===== src/rtl/serial_adder.sv =====
// serial_adder: multi-cycle ripple adder/subtractor.
//
// The adder handles DIGIT bits on every clock edge. It passes them through a chain of DIGIT
// full-adder cells, and a registered carry links one step to the next. A complete WIDTH-bit
// operation takes N = WIDTH/DIGIT edges after start is accepted. This design trades latency
// for a small number of adder cells.
//
// Parameters:
//   WIDTH     operand/result width in bits; must be a multiple of DIGIT
//   DIGIT     bits processed per clock (full-adder cells in the chain)
//
// Ports:
//   clk       rising-edge clock
//   rst_n     asynchronous active-low reset; discards any in-flight operation
//   start     request; sampled only while idle (busy=0)
//   input_a   operand A, latched on accepted start
//   input_b   operand B, latched on accepted start
//   input_c   carry-in (add) / borrow-in (sub), latched on accepted start
//   sub       mode, latched on accepted start: 0 = A+B+c, 1 = A-B-c
//   busy      operation in progress
//   done      one-cycle pulse, result outputs valid
//   output_l  sum/difference; updates only on completion
//   output_h  carry-out; in sub mode 1 means no borrow
//   overflow  signed two's-complement overflow of the last completed operation
module serial_adder #(
  parameter int unsigned WIDTH = 8,
  parameter int unsigned DIGIT = 1
) (
  input  logic             clk,
  input  logic             rst_n,
  input  logic             start,
  input  logic [WIDTH-1:0] input_a,
  input  logic [WIDTH-1:0] input_b,
  input  logic             input_c,
  input  logic             sub,
  output logic             busy,
  output logic             done,
  output logic [WIDTH-1:0] output_l,
  output logic             output_h,
  output logic             overflow
);

  localparam int unsigned NSteps = WIDTH / DIGIT;
  // Keep the counter at least one bit wide so that N=1 stays legal.
  localparam int unsigned CntW   = (NSteps > 1) ? $clog2(NSteps) : 1;
  localparam logic [CntW-1:0] LastCnt = CntW'(NSteps - 1);

  typedef enum logic [0:0] {
    StIdle,
    StRun
  } state_e;

  state_e             state_q, state_d;
  logic [WIDTH-1:0]   a_q, a_d;
  logic [WIDTH-1:0]   b_q, b_d;
  logic [WIDTH-1:0]   res_q, res_d;
  logic               carry_q, carry_d;
  logic [CntW-1:0]    cnt_q, cnt_d;
  logic               done_q, done_d;
  logic [WIDTH-1:0]   out_l_q, out_l_d;
  logic               out_h_q, out_h_d;
  logic               ovf_q, ovf_d;

  // Ripple chain: DIGIT full-adder cells fed by the LSBs of the operand shift registers.
  // chain_c[i] is the carry into cell i, so chain_c[0] is the registered carry.
  logic [DIGIT-1:0]   chain_s;
  logic [DIGIT:0]     chain_c;

  always_comb begin
    logic c;
    c          = carry_q;
    chain_c    = '0;
    chain_s    = '0;
    chain_c[0] = carry_q;
    for (int unsigned i = 0; i < DIGIT; i++) begin
      chain_s[i]   = a_q[i] ^ b_q[i] ^ c;
      c            = (a_q[i] & b_q[i]) | (a_q[i] & c) | (b_q[i] & c);
      chain_c[i+1] = c;
    end
  end

  // The new digit enters the result register at the MSB end, and older digits move toward
  // the LSB. After NSteps shifts the digits sit in their proper positions. The concatenate-
  // and-slice form also handles WIDTH == DIGIT without a zero-width slice.
  logic [WIDTH+DIGIT-1:0] res_shift;
  assign res_shift = {chain_s, res_q};

  always_comb begin
    state_d = state_q;
    a_d     = a_q;
    b_d     = b_q;
    res_d   = res_q;
    carry_d = carry_q;
    cnt_d   = cnt_q;
    done_d  = 1'b0;
    out_l_d = out_l_q;
    out_h_d = out_h_q;
    ovf_d   = ovf_q;

    unique case (state_q)
      StIdle: begin
        if (start) begin
          // Subtraction is A + ~B + ~borrow, so only B and the carry seed change with mode.
          a_d     = input_a;
          b_d     = sub ? ~input_b : input_b;
          carry_d = sub ? ~input_c : input_c;
          res_d   = '0;
          cnt_d   = '0;
          state_d = StRun;
        end
      end

      StRun: begin
        a_d     = a_q >> DIGIT;
        b_d     = b_q >> DIGIT;
        res_d   = res_shift[WIDTH+DIGIT-1:DIGIT];
        carry_d = chain_c[DIGIT];
        cnt_d   = cnt_q + CntW'(1);
        if (cnt_q == LastCnt) begin
          // The top cell of this last step holds bit WIDTH-1. Its carry-in and carry-out
          // give the signed overflow.
          out_l_d = res_shift[WIDTH+DIGIT-1:DIGIT];
          out_h_d = chain_c[DIGIT];
          ovf_d   = chain_c[DIGIT-1] ^ chain_c[DIGIT];
          done_d  = 1'b1;
          cnt_d   = '0;
          state_d = StIdle;
        end
      end

      default: begin
        state_d = StIdle;
      end
    endcase
  end

  always_ff @(posedge clk or negedge rst_n) begin
    if (!rst_n) begin
      state_q <= StIdle;
      a_q     <= '0;
      b_q     <= '0;
      res_q   <= '0;
      carry_q <= 1'b0;
      cnt_q   <= '0;
      done_q  <= 1'b0;
      out_l_q <= '0;
      out_h_q <= 1'b0;
      ovf_q   <= 1'b0;
    end else begin
      state_q <= state_d;
      a_q     <= a_d;
      b_q     <= b_d;
      res_q   <= res_d;
      carry_q <= carry_d;
      cnt_q   <= cnt_d;
      done_q  <= done_d;
      out_l_q <= out_l_d;
      out_h_q <= out_h_d;
      ovf_q   <= ovf_d;
    end
  end

  assign busy     = (state_q == StRun);
  assign done     = done_q;
  assign output_l = out_l_q;
  assign output_h = out_h_q;
  assign overflow = ovf_q;

endmodule


===== config.mk =====
export PLATFORM = sky130hd
export DESIGN_NAME = serial_adder
export DESIGN_NICKNAME = d
export VERILOG_FILES = /design/src/rtl/serial_adder.sv
export SDC_FILE = /design/constraint.sdc
export NUM_CORES = 1
export LEC_CHECK = 0
export CAP_MARGIN = 20
export CELL_PAD_IN_SITES_DETAIL_PLACEMENT = 1
export CELL_PAD_IN_SITES_GLOBAL_PLACEMENT = 1
export CORE_MARGIN = 4
export CORE_UTILIZATION = 41
export CTS_CLUSTER_SIZE = 20
export DETAILED_ROUTE_END_ITERATION = 6
export PLACE_DENSITY_LB_ADDON = 0.1
export SYNTH_ARGS = -nofsm -noshare
export SYNTH_HDL_FRONTEND = slang
export SYNTH_SLANG_ARGS = --single-unit

===== constraint.sdc =====
create_clock -name clk -period 1.8 [get_ports clk]
set_clock_uncertainty 0.2 [all_clocks]
set_input_delay 0.18 -clock clk [delete_from_list [all_inputs] [get_ports clk]]
set_output_delay 0.18 -clock clk [all_outputs]
set_load 0.03 [all_outputs]

After elaboration in Yosys (flattened, before gate mapping)
Cells that the tools add are included.
W data, S select, Z words.
{"block": "totals", "register_bits": 40, "inputBits": 21, "out_inout_bits": 12, "word_cells": 43}
{"block": "classes", "add_sub_neg": 1, "n_eq_ne": 2, "n_mux": 18, "bitwise": 11, "n_reduce_logical": 1}
{"operator": "$pmux W8 S2", "n": 3}
{"operator": "$mux W8", "n": 4}
{"operator": "$not A8 Y8", "n": 1}
{"operator": "$mux W1", "n": 6}
{"operator": "$mux W3", "n": 2}
{"operator": "$pmux W3 S2", "n": 1}
{"operator": "$pmux W1 S2", "n": 2}
{"operator": "$add A3 B1 Y3 const B", "n": 1}
{"operator": "$and A1 B1 Y1", "n": 3}
{"operator": "$eq A3 B3 Y1 const B", "n": 1}
{"operator": "$xor A1 B1 Y1", "n": 3}
{"operator": "$ne A2 B2 Y1 const B", "n": 1}
{"operator": "$not A1 Y1", "n": 2}
{"operator": "$or A1 B1 Y1", "n": 2}
{"operator": "$reduce_and A2 Y1", "n": 1}

Depth between registers and ports, before layout
Gate-level depths: netlist (run 1).
{"block": "logic_depth", "word_depth": 4, "ltp_mapped": 5, "depth_no_buf": 4}

Worst setup path before layout (run 1)
Ideal clock, no wire load.
{"block": "synth_timing", "kind": "flip-flop to flip-flop", "from": "register cnt_q[0]", "to": "register out_h_q (netlist: output_h)", "setup_ns": 0.125, "arrival_ns": 1.362, "required_ns": 1.475, "setup_slack_ns": 0.114, "stages_incl_launch_ff": 6, "n_path_buf": 1, "synth_period_minus_slack_ns": 1.686, "cell_sequence": "dfrtp_1 ha_1 ha_1 nand2_1 buf_2 mux2_2"}
{"block": "synth_via", "elab_chain_len": 2}
{"item": "from (decl)", "line_no": "58", "rtl": "logic [CntW-1:0] cnt_q, cnt_d;"}
{"item": "from (signal assigned)", "line_no": "155", "rtl": "cnt_q <= cnt_d;"}
{"item": "$eq A3 B3 Y1", "line_no": "119", "rtl": "if (cnt_q == LastCnt) begin"}
{"item": "$reduce_and A2 Y1 (no source line)"}
{"item": "to (signal assigned)", "line_no": "158", "rtl": "out_h_q <= out_h_d;"}
{"item": "to (decl)", "line_no": "61", "rtl": "logic out_h_q, out_h_d;"}
Every way passes these cells.
A chain may end at the register's enable or synchronous reset.

Worst setup path in the final report (run 1)
{"block": "layout_timing", "from": "register out_l_q[0] (netlist: output_l[0])", "to": "output output_l[0]"}
{"item": "from (decl)", "line_no": "60", "rtl": "logic [WIDTH-1:0] out_l_q, out_l_d;"}
{"item": "from (signal assigned)", "line_no": "157", "rtl": "out_l_q <= out_l_d;"}
{"item": "to (decl)", "line_no": "38", "rtl": "output logic [WIDTH-1:0] output_l,"}
No word-level cell between the ends.

==> results of run 1 <==
path summary, 6_finish.rpt:
check / to / slack [ns] / depth (start not counted) / startpoint
setup / recovery: output_l[0] / 0.09 / 1 / output_l[0]$_DFFE_PN0P_
hold / removal: output_l[6]$_DFFE_PN0P_ / 0.17 / 2 / rst_n
setup reg to reg: output_l[4]$_DFFE_PN0P_ / 0.11 / 5 / cnt_q[0]$_DFFE_PN0P_
hold reg to reg: a_q[1]$_DFFE_PN0P_ / 0.29 / 2 / a_q[2]$_DFFE_PN0P_
max in group asynchronous: busy$_DFF_PN0_ / 0.75 / 3 / rst_n
min in group clk: a_q[1]$_DFFE_PN0P_ / 0.29 / 2 / a_q[2]$_DFFE_PN0P_
power groups by stage:
| stage | Combinational, W | Clock, W | Sequential [W] |
|---|---|---|---|
| 2_1_floorplan | 0.000704 | 0 | 0.00167 |
| 3_3_place_gp | 0.00134 | 0 | 0.00146 |
| 3_5_place_dp | 0.00140 | 0 | 0.00150 |
| 4_1_cts | 0.00141 | 0.000676 | 0.00148 |
| 5_1_grt | 0.00151 | 0.000716 | 0.00153 |
| 6_report | 0.00138 | 0.000650 | 0.00147 |
synth_stat cells (all sizes together) (4+ instances only):
cell type  number
dfrtp          39
nand2          18
o21ai          13
mux2           10
buf             9
nand2b          9
mux2i           8
xor2            6
a221o           5
and2            5
xnor2           4
state kept, by name, indices dropped and copies added (netlist names):
register	flops
carry_q	1
overflow	1
output_l	8
output_h	1
cnt_q	3
busy	1
b_q	8
a_q	8
res_q	7
done	1
stage by stage:
step	util [%]	power, W
after floorplan	-	0.00237
after global placement	53.1	0.00281
after detailed placement	53.1	0.00290
after CTS	55.9	0.00357
after global routing	55.9	0.00376
final	55.9	0.00350
layer usage:
layer / up-vias / wire length [um] / global-route usage (%)
met3: 5 / 186 / 3.42
met4: 0 / 57 / 6.64
met5: - / 0 / 0
met1: 595 / 1580 / 19.2
li1: 573 / - / -
met2: 26 / 1940 / 27.3
repair_timing:
item,CTS,global route
hold buffers,1,0
setup endpoints to repair,0,0
endpoints found under the hold margin,28,0
kinds of logic after synthesis:
group | Yosys count | synth area share [%]
flops | 39 | 55.6
simple gates | 39 | 11.5
compound gates | 26 | 10.4
fa+ha+maj | 3 | 2.56
mux | 18 | 11.0
buf+inv | 10 | 4.06
xor+xnor | 10 | 4.99
area by class of cell:
cell class / instances / area share (%)
flip-flops and latches: 39 / 43.0
inverters: 1 / 0.165
multi-input cells: 96 / 31.3
clock buffers: 7 / 4.25
repair buffers: 40 / 18.2
clock inverters: 1 / 0.331
well taps: 50 / 2.76
==> metrics.txt, run 1 <==
CORE AREA=4060 um2; Worst Path Class, Setup=flip-flop to output port; Mean Syn Cell Area=12.1 um2; DRT Wirelength=3760 um; FMAX=586 MHz; crit path DAT=1.33 ns; clock tree root driver cell=clkbuf_8; hpwl dp=2710 um; Placer Congestion=0.720; gr ovfl total=0; clock share of power=18.6%; Final Max Slew Viols=0; clk_lat worst skew=0.29 ns; pre-CTS WS=0.0968 ns; Placement Rows=23; commonest cells after routing, fill and taps aside=39 x dfrtp_1, 30 x clkdlybuf4s50_1, 18 x nand2_1; Cells after Synth=145; largest net degree at the start of global routing=34; Yosys reg bits=39; ANT cells=0; Switching Power=0.00123 W; Netlist cell types=24; Setup-failing EPs final=0; Post-synth EDFFs=0; post-synth top area cell=dfrtp_1; Die Span X=73.5 um; clock slew at reported path FFs=0.08 ns; synthesized area=1760 um2; Yosys top cell area share=55.6%; Logic pwr share=39.3%; GRT Overall Usage=15.9%; number of fill cells in the layout=428; PnR worst setup slack=0.0928 ns; number of DRC markers in iteration 0=26; CP top delay family=buffers and inverters; CTS Buf Count=5; HP Class=input port to async pin; DIE AREA=5400 um2; vias in the first global route=1309; worst hold slack=0.170 ns; Die Height=73.5 um; PortBufs=32; Setup Buffers After CTS=0; Pre-Repair DR Iteration Count=4; Final ANT Viol Nets=0; Leak=1.02 nW; Pwr Density=1540 nW/um2; residual DRC count=0; DP Cell Count=225; CTS HTree Levels=2; Seq/Total Area, Yosys=55.6%; Max FO, Critical Path=2; CTS sink count=39; most common cell after layout, fill and taps aside=dfrtp_1; Max Root-Sink Buffers=2; Fin. Hold Viols=0; Int Power=0.00227 W; period utilization=94.8%; routed length per instance=16.1 um; design area=2270 um2; slew margin rel.=69.1%; Final min period=1.71 ns; initial antenna violation count=0; global-route wire length before repair=6440 um; DP Area=2150 um2; via count=1199; status=finished clean; Multi-input gate area=709 um2; share of layout cells above drive strength 1=15.8%; io pins=33; register area=976 um2; worst-path cell chain=clkdlybuf4s50_1; CP Buf/Inv Count=1; vias per cell=5.12; CTS tree=built; Finished Layout Cells=234; Slew @ Worst Pin=0.464 ns; CP startpoint kind=flip-flop; peak supply drop=704 uV; part of the power in registers=42.1%; initial core utilization=43.3%; syn_nets=169; kind of end point of the critical path=output port; Final nets=207; CP max stage cell=clkdlybuf4s50_1; RSZ-0062 raised after global routing=no; YS warnings=0; Post-synth ARST share=100%; max incr delay on CP=0.67 ns; CP required=1.42 ns; predominant post-synthesis flop cell=dfrtp_1; PostCTS Resize Cnt=0; Sw Share=35.2%; Setup TNS=0 ns; Area Overhead vs Synth=29.1%; Area contributors post-synth=dfrtp_1 56%, mux2_2 6.4%, mux2i_1 4.6%, nand2_1 3.8%, o21ai_0 3.7%; Max Cap Violations=0
Note: power is estimated with default switching activity, not from simulation.
==> run 2, diff against run 1 <==
Settings changed: CORE_MARGIN 4 to default, HOLD_SLACK_MARGIN from default to 0.06.
==> run 2 against run 1 <==
Effect of this change:
- clock power rose by 16%
- register-to-register slack got worse by 0.05 ns
- critical endpoint is now output_l[5]$_DFFE_PN0P_
- routed wire length rose by 0.45%
- combinational power barely moved
- setup slack got worse by 0.030 ns
- fmax fell by 1.7%
- non-clock buffer count rose by 2
- die area fell by 16%
==> metrics.txt, run 2 (synthesis results as in run 1) <==
status=finished clean; Max Cap Violations=0 (unchanged); Max FO, Critical Path=11 (+9); CTS Buf Count=5 (unchanged); vias in the first global route=1344 (+2.7%); PnR worst setup slack=0.0625 ns (-0.0303 ns); share of layout cells above drive strength 1=16.7% (+0.91 points); io pins=33 (unchanged); Placement Rows=23 (unchanged); FMAX=576 MHz (-1.7%); clock slew at reported path FFs=0.08 ns (about the same); CP startpoint kind=flip-flop; via count=1215 (+1.3%); GRT Overall Usage=19.5% (+3.6 points); vias per cell=5.15 (+0.48%); CTS tree=built; number of fill cells in the layout=430 (+0.47%); peak supply drop=736 uV (+4.7%); CORE AREA=4060 um2 (unchanged); largest net degree at the start of global routing=33 (-2.9%); residual DRC count=0 (unchanged); slew margin rel.=72.9% (+3.9 points); CP startpoint=cnt_q[0]$_DFFE_PN0P_; Pre-Repair DR Iteration Count=4 (unchanged); Setup Buffers After CTS=0 (unchanged); Final Max Slew Viols=0 (unchanged); CTS HTree Levels=2 (unchanged); Max Root-Sink Buffers=2 (unchanged); PortBufs=32 (unchanged); DRT Wirelength=3780 um (+0.45%); hpwl dp=2810 um (+3.5%); commonest cells after routing, fill and taps aside=39 x dfrtp_1, 30 x clkdlybuf4s50_1, 18 x nand2_1; Critical path destination=output_l[5]$_DFFE_PN0P_; global-route wire length before repair=6420 um (-0.42%); HP Class=input port to async pin; CTS sink count=39 (unchanged); clk_lat worst skew=0.29 ns (about the same); routed length per instance=16.0 um (-0.40%); Fin. Hold Viols=0 (unchanged); Area Overhead vs Synth=29.3%; reg2reg start=cnt_q[0]$_DFFE_PN0P_; pre-CTS WS=0.0525 ns (-0.0443 ns); CP required=1.77 ns (+0.35 ns); Final min period=1.74 ns (+0.0303 ns); kind of end point of the critical path=flip-flop; Slew @ Worst Pin=0.405 ns (-0.0592 ns); R2R depth=5 (unchanged); R2R setup slack=0.06 ns (-0.05 ns); Die Height=67.5 um (-8.2%); period utilization=96.5% (+1.7 points); most common cell after layout, fill and taps aside=dfrtp_1; initial antenna violation count=0 (unchanged); crit path DAT=1.71 ns (+0.38 ns); Setup-failing EPs final=0 (unchanged); Leak=1.03 nW (+1.1%); Worst Path Class, Setup=flip-flop to flip-flop; RSZ-0062 raised after global routing=no; initial core utilization=43.3% (unchanged); Placer Congestion=0.734 (+2.0%); Die Span X=67.5 um (-8.2%); number of DRC markers in iteration 0=71 (+170%); Final ANT Viol Nets=0 (unchanged); Pwr Density=1590 nW/um2 (+2.9%); R2R Path End=output_l[5]$_DFFE_PN0P_; DIE AREA=4550 um2 (-16%); gr ovfl total=0 (unchanged); Final nets=209 (+0.97%); Setup TNS=0 ns (unchanged); clock tree root driver cell=clkbuf_8; ANT cells=0 (unchanged)
==> run 2: area by class of cell <==
cell class,instances,area [um2],share of cell area (%)
sequential,39,976,43.0
inverter,1,3.75,0.165
tap,50,62.6,2.75
clock buffer,6,82.6,3.63
timing repair buffer,42,403,17.7
multi-input combinational,96,709,31.2
clock inverter,2,35.0,1.54
==> run 2: worst max-delay path, stage by stage (launching register included) <==
cell and delay [ns]:
dfrtp_1 0.40, ha_1 0.21, ha_1 0.19, nand2_1 0.13, buf_12 0.15, mux2_2 0.35
==> run 2: per-layer routing <==
layer / track usage [%] / wire [um] / up-vias
li1: - / - / 579
met4: 5.59 / 41 / 0
met3: 4.56 / 111 / 4
met5: 0 / 0 / -
met2: 33.0 / 1970 / 24
met1: 24.8 / 1660 / 608
==> run 2: power by group <==
| part | switching (W) | leakage (nW) | internal [W] | total, W |
|---|---|---|---|---|
| logic | 0.000693 | 0.470 | 0.000670 | 0.00136 |
| clock network | 0.000306 | 0.0612 | 0.000449 | 0.000755 |
| registers | 0.000244 | 0.500 | 0.00125 | 0.00149 |
==> run 2: how the worst min path moves through the flow <==
| stage | end | cells after the start | start |
|---|---|---|---|
| after floorplan | a_q[0]$_DFFE_PN0P_ | 0 | rst_n |
| after global placement | done$_DFF_PN0_ | 1 | rst_n |
| after detailed placement | done$_DFF_PN0_ | 1 | rst_n |
| after CTS | cnt_q[2]$_DFFE_PN0P_ | 2 | rst_n |
| after global routing | cnt_q[2]$_DFFE_PN0P_ | 2 | rst_n |
| final | cnt_q[2]$_DFFE_PN0P_ | 2 | rst_n |
==> run 2: through the flow <==
step | cell area, um2 | instances | power (W) | utilization (%) | hold WS [ns]
4_1_cts | 2270 | 236 | 0.00367 | 56.0 | 0.0692
3_3_place_gp | 2140 | 227 | 0.00280 | 52.9 | -0.151
2_1_floorplan | 1760 | 145 | 0.00237 | - | -0.316
5_1_grt | 2270 | 236 | 0.00387 | 56.0 | 0.109
6_report | 2270 | 236 | 0.00361 | 56.0 | 0.0723
3_5_place_dp | 2140 | 227 | 0.00289 | 52.9 | -0.145
==> run 2: repair_timing <==
action,in CTS,in global routing
gates resized for setup,0,0
hold endpoints to repair,39,0
hold buffers,1,0
==> run 3, diff against run 2 <==
Settings changed: MAX_ROUTING_LAYER from default to met4.
==> run 3 against run 2 <==
Effect of this change:
- first-iteration DRC count is the same
- utilization is the same
- final cell count is the same
- via count grew 0.16%
- sequential share of layout area is the same
- clock power is essentially flat
- non-clock buffer count is the same
- total power is essentially flat
- sequential power is essentially flat
- final area is the same
- critical path type unchanged
- critical endpoint unchanged
==> metrics.txt, run 3 (synthesis results as in run 1) <==
status=finished clean; Setup TNS=0 ns (unchanged); CP Buf/Inv Count=1 (unchanged); Final ANT Viol Nets=0 (unchanged); Area Overhead vs Synth=29.3% (unchanged); slew margin rel.=72.9% (about the same); vias per cell=5.16 (+0.16%); Placement Rows=23 (unchanged); CTS sink count=39 (unchanged); DIE AREA=4550 um2 (unchanged); FMAX=576 MHz (about the same); Tot Pwr=0.00361 W (about the same); via count=1217 (+0.16%); CP top delay family=flip-flops; Multi-input gate area=709 um2 (unchanged); DP Area=2140 um2 (unchanged); Max Root-Sink Buffers=2 (unchanged); io pins=33 (unchanged); Pwr Density=1590 nW/um2 (about the same); register area=976 um2 (unchanged); CTS tree=built; hpwl dp=2810 um (unchanged); routed length per instance=16.0 um (-0.16%); HP Class=input port to async pin; crit path DAT=1.71 ns (about the same); global-route wire length before repair=6420 um (unchanged); CORE AREA=4060 um2 (unchanged); initial core utilization=43.3% (unchanged); RSZ-0062 raised after global routing=no; Die Span X=67.5 um (unchanged); Setup-failing EPs final=0 (unchanged); number of DRC markers in iteration 0=71 (unchanged); DRT Wirelength=3770 um (-0.16%); period utilization=96.5% (about the same); share of layout cells above drive strength 1=16.7% (unchanged); CP max stage cell=dfrtp_1; Pre-Repair DR Iteration Count=4 (unchanged); initial antenna violation count=0 (unchanged); PortBufs=32 (unchanged); Final nets=209 (unchanged); Die Height=67.5 um (unchanged); worst-path cell chain=ha_1 > ha_1 > nand2_1 > buf_12 > mux2_2; PostCTS Resize Cnt=0 (unchanged); Worst Path Class, Setup=flip-flop to flip-flop; commonest cells after routing, fill and taps aside=39 x dfrtp_1, 30 x clkdlybuf4s50_1, 18 x nand2_1; design area=2270 um2 (unchanged); residual DRC count=0 (unchanged); Max Cap Violations=0 (unchanged); Placer Congestion=0.743 (+1.2%); peak supply drop=735 uV (-0.21%); clock tree root driver cell=clkbuf_8; CTS HTree Levels=2 (unchanged); Setup Buffers After CTS=0 (unchanged); gr ovfl total=0 (unchanged); CP required=1.77 ns (about the same); Max FO, Critical Path=11 (unchanged); Final Max Slew Viols=0 (unchanged); largest net degree at the start of global routing=33 (unchanged); kind of end point of the critical path=flip-flop; Final min period=1.74 ns (-0.0000174 ns); GRT Overall Usage=20.1% (+0.58 points); CP startpoint kind=flip-flop; Slew @ Worst Pin=0.405 ns (-0.0000204 ns); most common cell after layout, fill and taps aside=dfrtp_1; Most common cell on crit path=ha_1; Leak=1.03 nW (unchanged); vias in the first global route=1340 (-0.30%); number of fill cells in the layout=430 (unchanged); Fin. Hold Viols=0 (unchanged); clock slew at reported path FFs=0.08 ns (about the same); max incr delay on CP=0.40 ns (about the same); CTS Buf Count=5 (unchanged); clk_lat worst skew=0.29 ns (about the same); ANT cells=0 (unchanged)
run 3: worst paths after layout:
check,start,cells past startpoint,to,slack [ns]
max in group asynchronous,rst_n,3,a_q[5]$_DFFE_PN0P_,0.82
max,cnt_q[0]$_DFFE_PN0P_,5,output_l[5]$_DFFE_PN0P_,0.06
min,rst_n,2,cnt_q[2]$_DFFE_PN0P_,0.07
min reg2reg,a_q[4]$_DFFE_PN0P_,2,a_q[3]$_DFFE_PN0P_,0.29
min in group clk,a_q[4]$_DFFE_PN0P_,2,a_q[3]$_DFFE_PN0P_,0.29
max reg2reg,cnt_q[0]$_DFFE_PN0P_,5,output_l[5]$_DFFE_PN0P_,0.06
run 3: cell type report:
class	count	share of cell area (%)
repair buffers	42	17.7
clock buffers	6	3.63
well taps	50	2.75
clock inverters	2	1.54
flip-flops and latches	39	43.0
multi-input cells	96	31.2
inverters	1	0.165
run 3: report_power, final:
part	switching [W]	internal, W
sequential	0.000244	0.00125
combinational	0.000692	0.000670
clock	0.000306	0.000449
total	0.00124	0.00237
run 3: what timing repair did:
action | 4_1_cts | 5_1_grt
hold buffers | 1 | 0
hold endpoints to repair | 39 | 0
endpoints found under the setup margin | 0 | 0
run 3: stage by stage:
step / setup WS [ns] / instances / hold WS, ns / utilization (%)
2_1_floorplan: 0.114 / 145 / -0.316 / -
3_3_place_gp: 0.103 / 227 / -0.151 / 52.9
3_5_place_dp: 0.0525 / 227 / -0.145 / 52.9
4_1_cts: 0.0489 / 236 / 0.0692 / 56.0
5_1_grt: 0.00286 / 236 / 0.109 / 56.0
6_report: 0.0625 / 236 / 0.0725 / 56.0
run 3: routing by layer:
layer | global-route usage [%] | routed length (um) | up-vias
met3 | 4.56 | 112 | 4
met1 | 24.8 | 1660 | 611
li1 | - | - | 578
met4 | 5.59 | 41 | 0
met5 | - | 0 | -
met2 | 33.0 | 1970 | 24
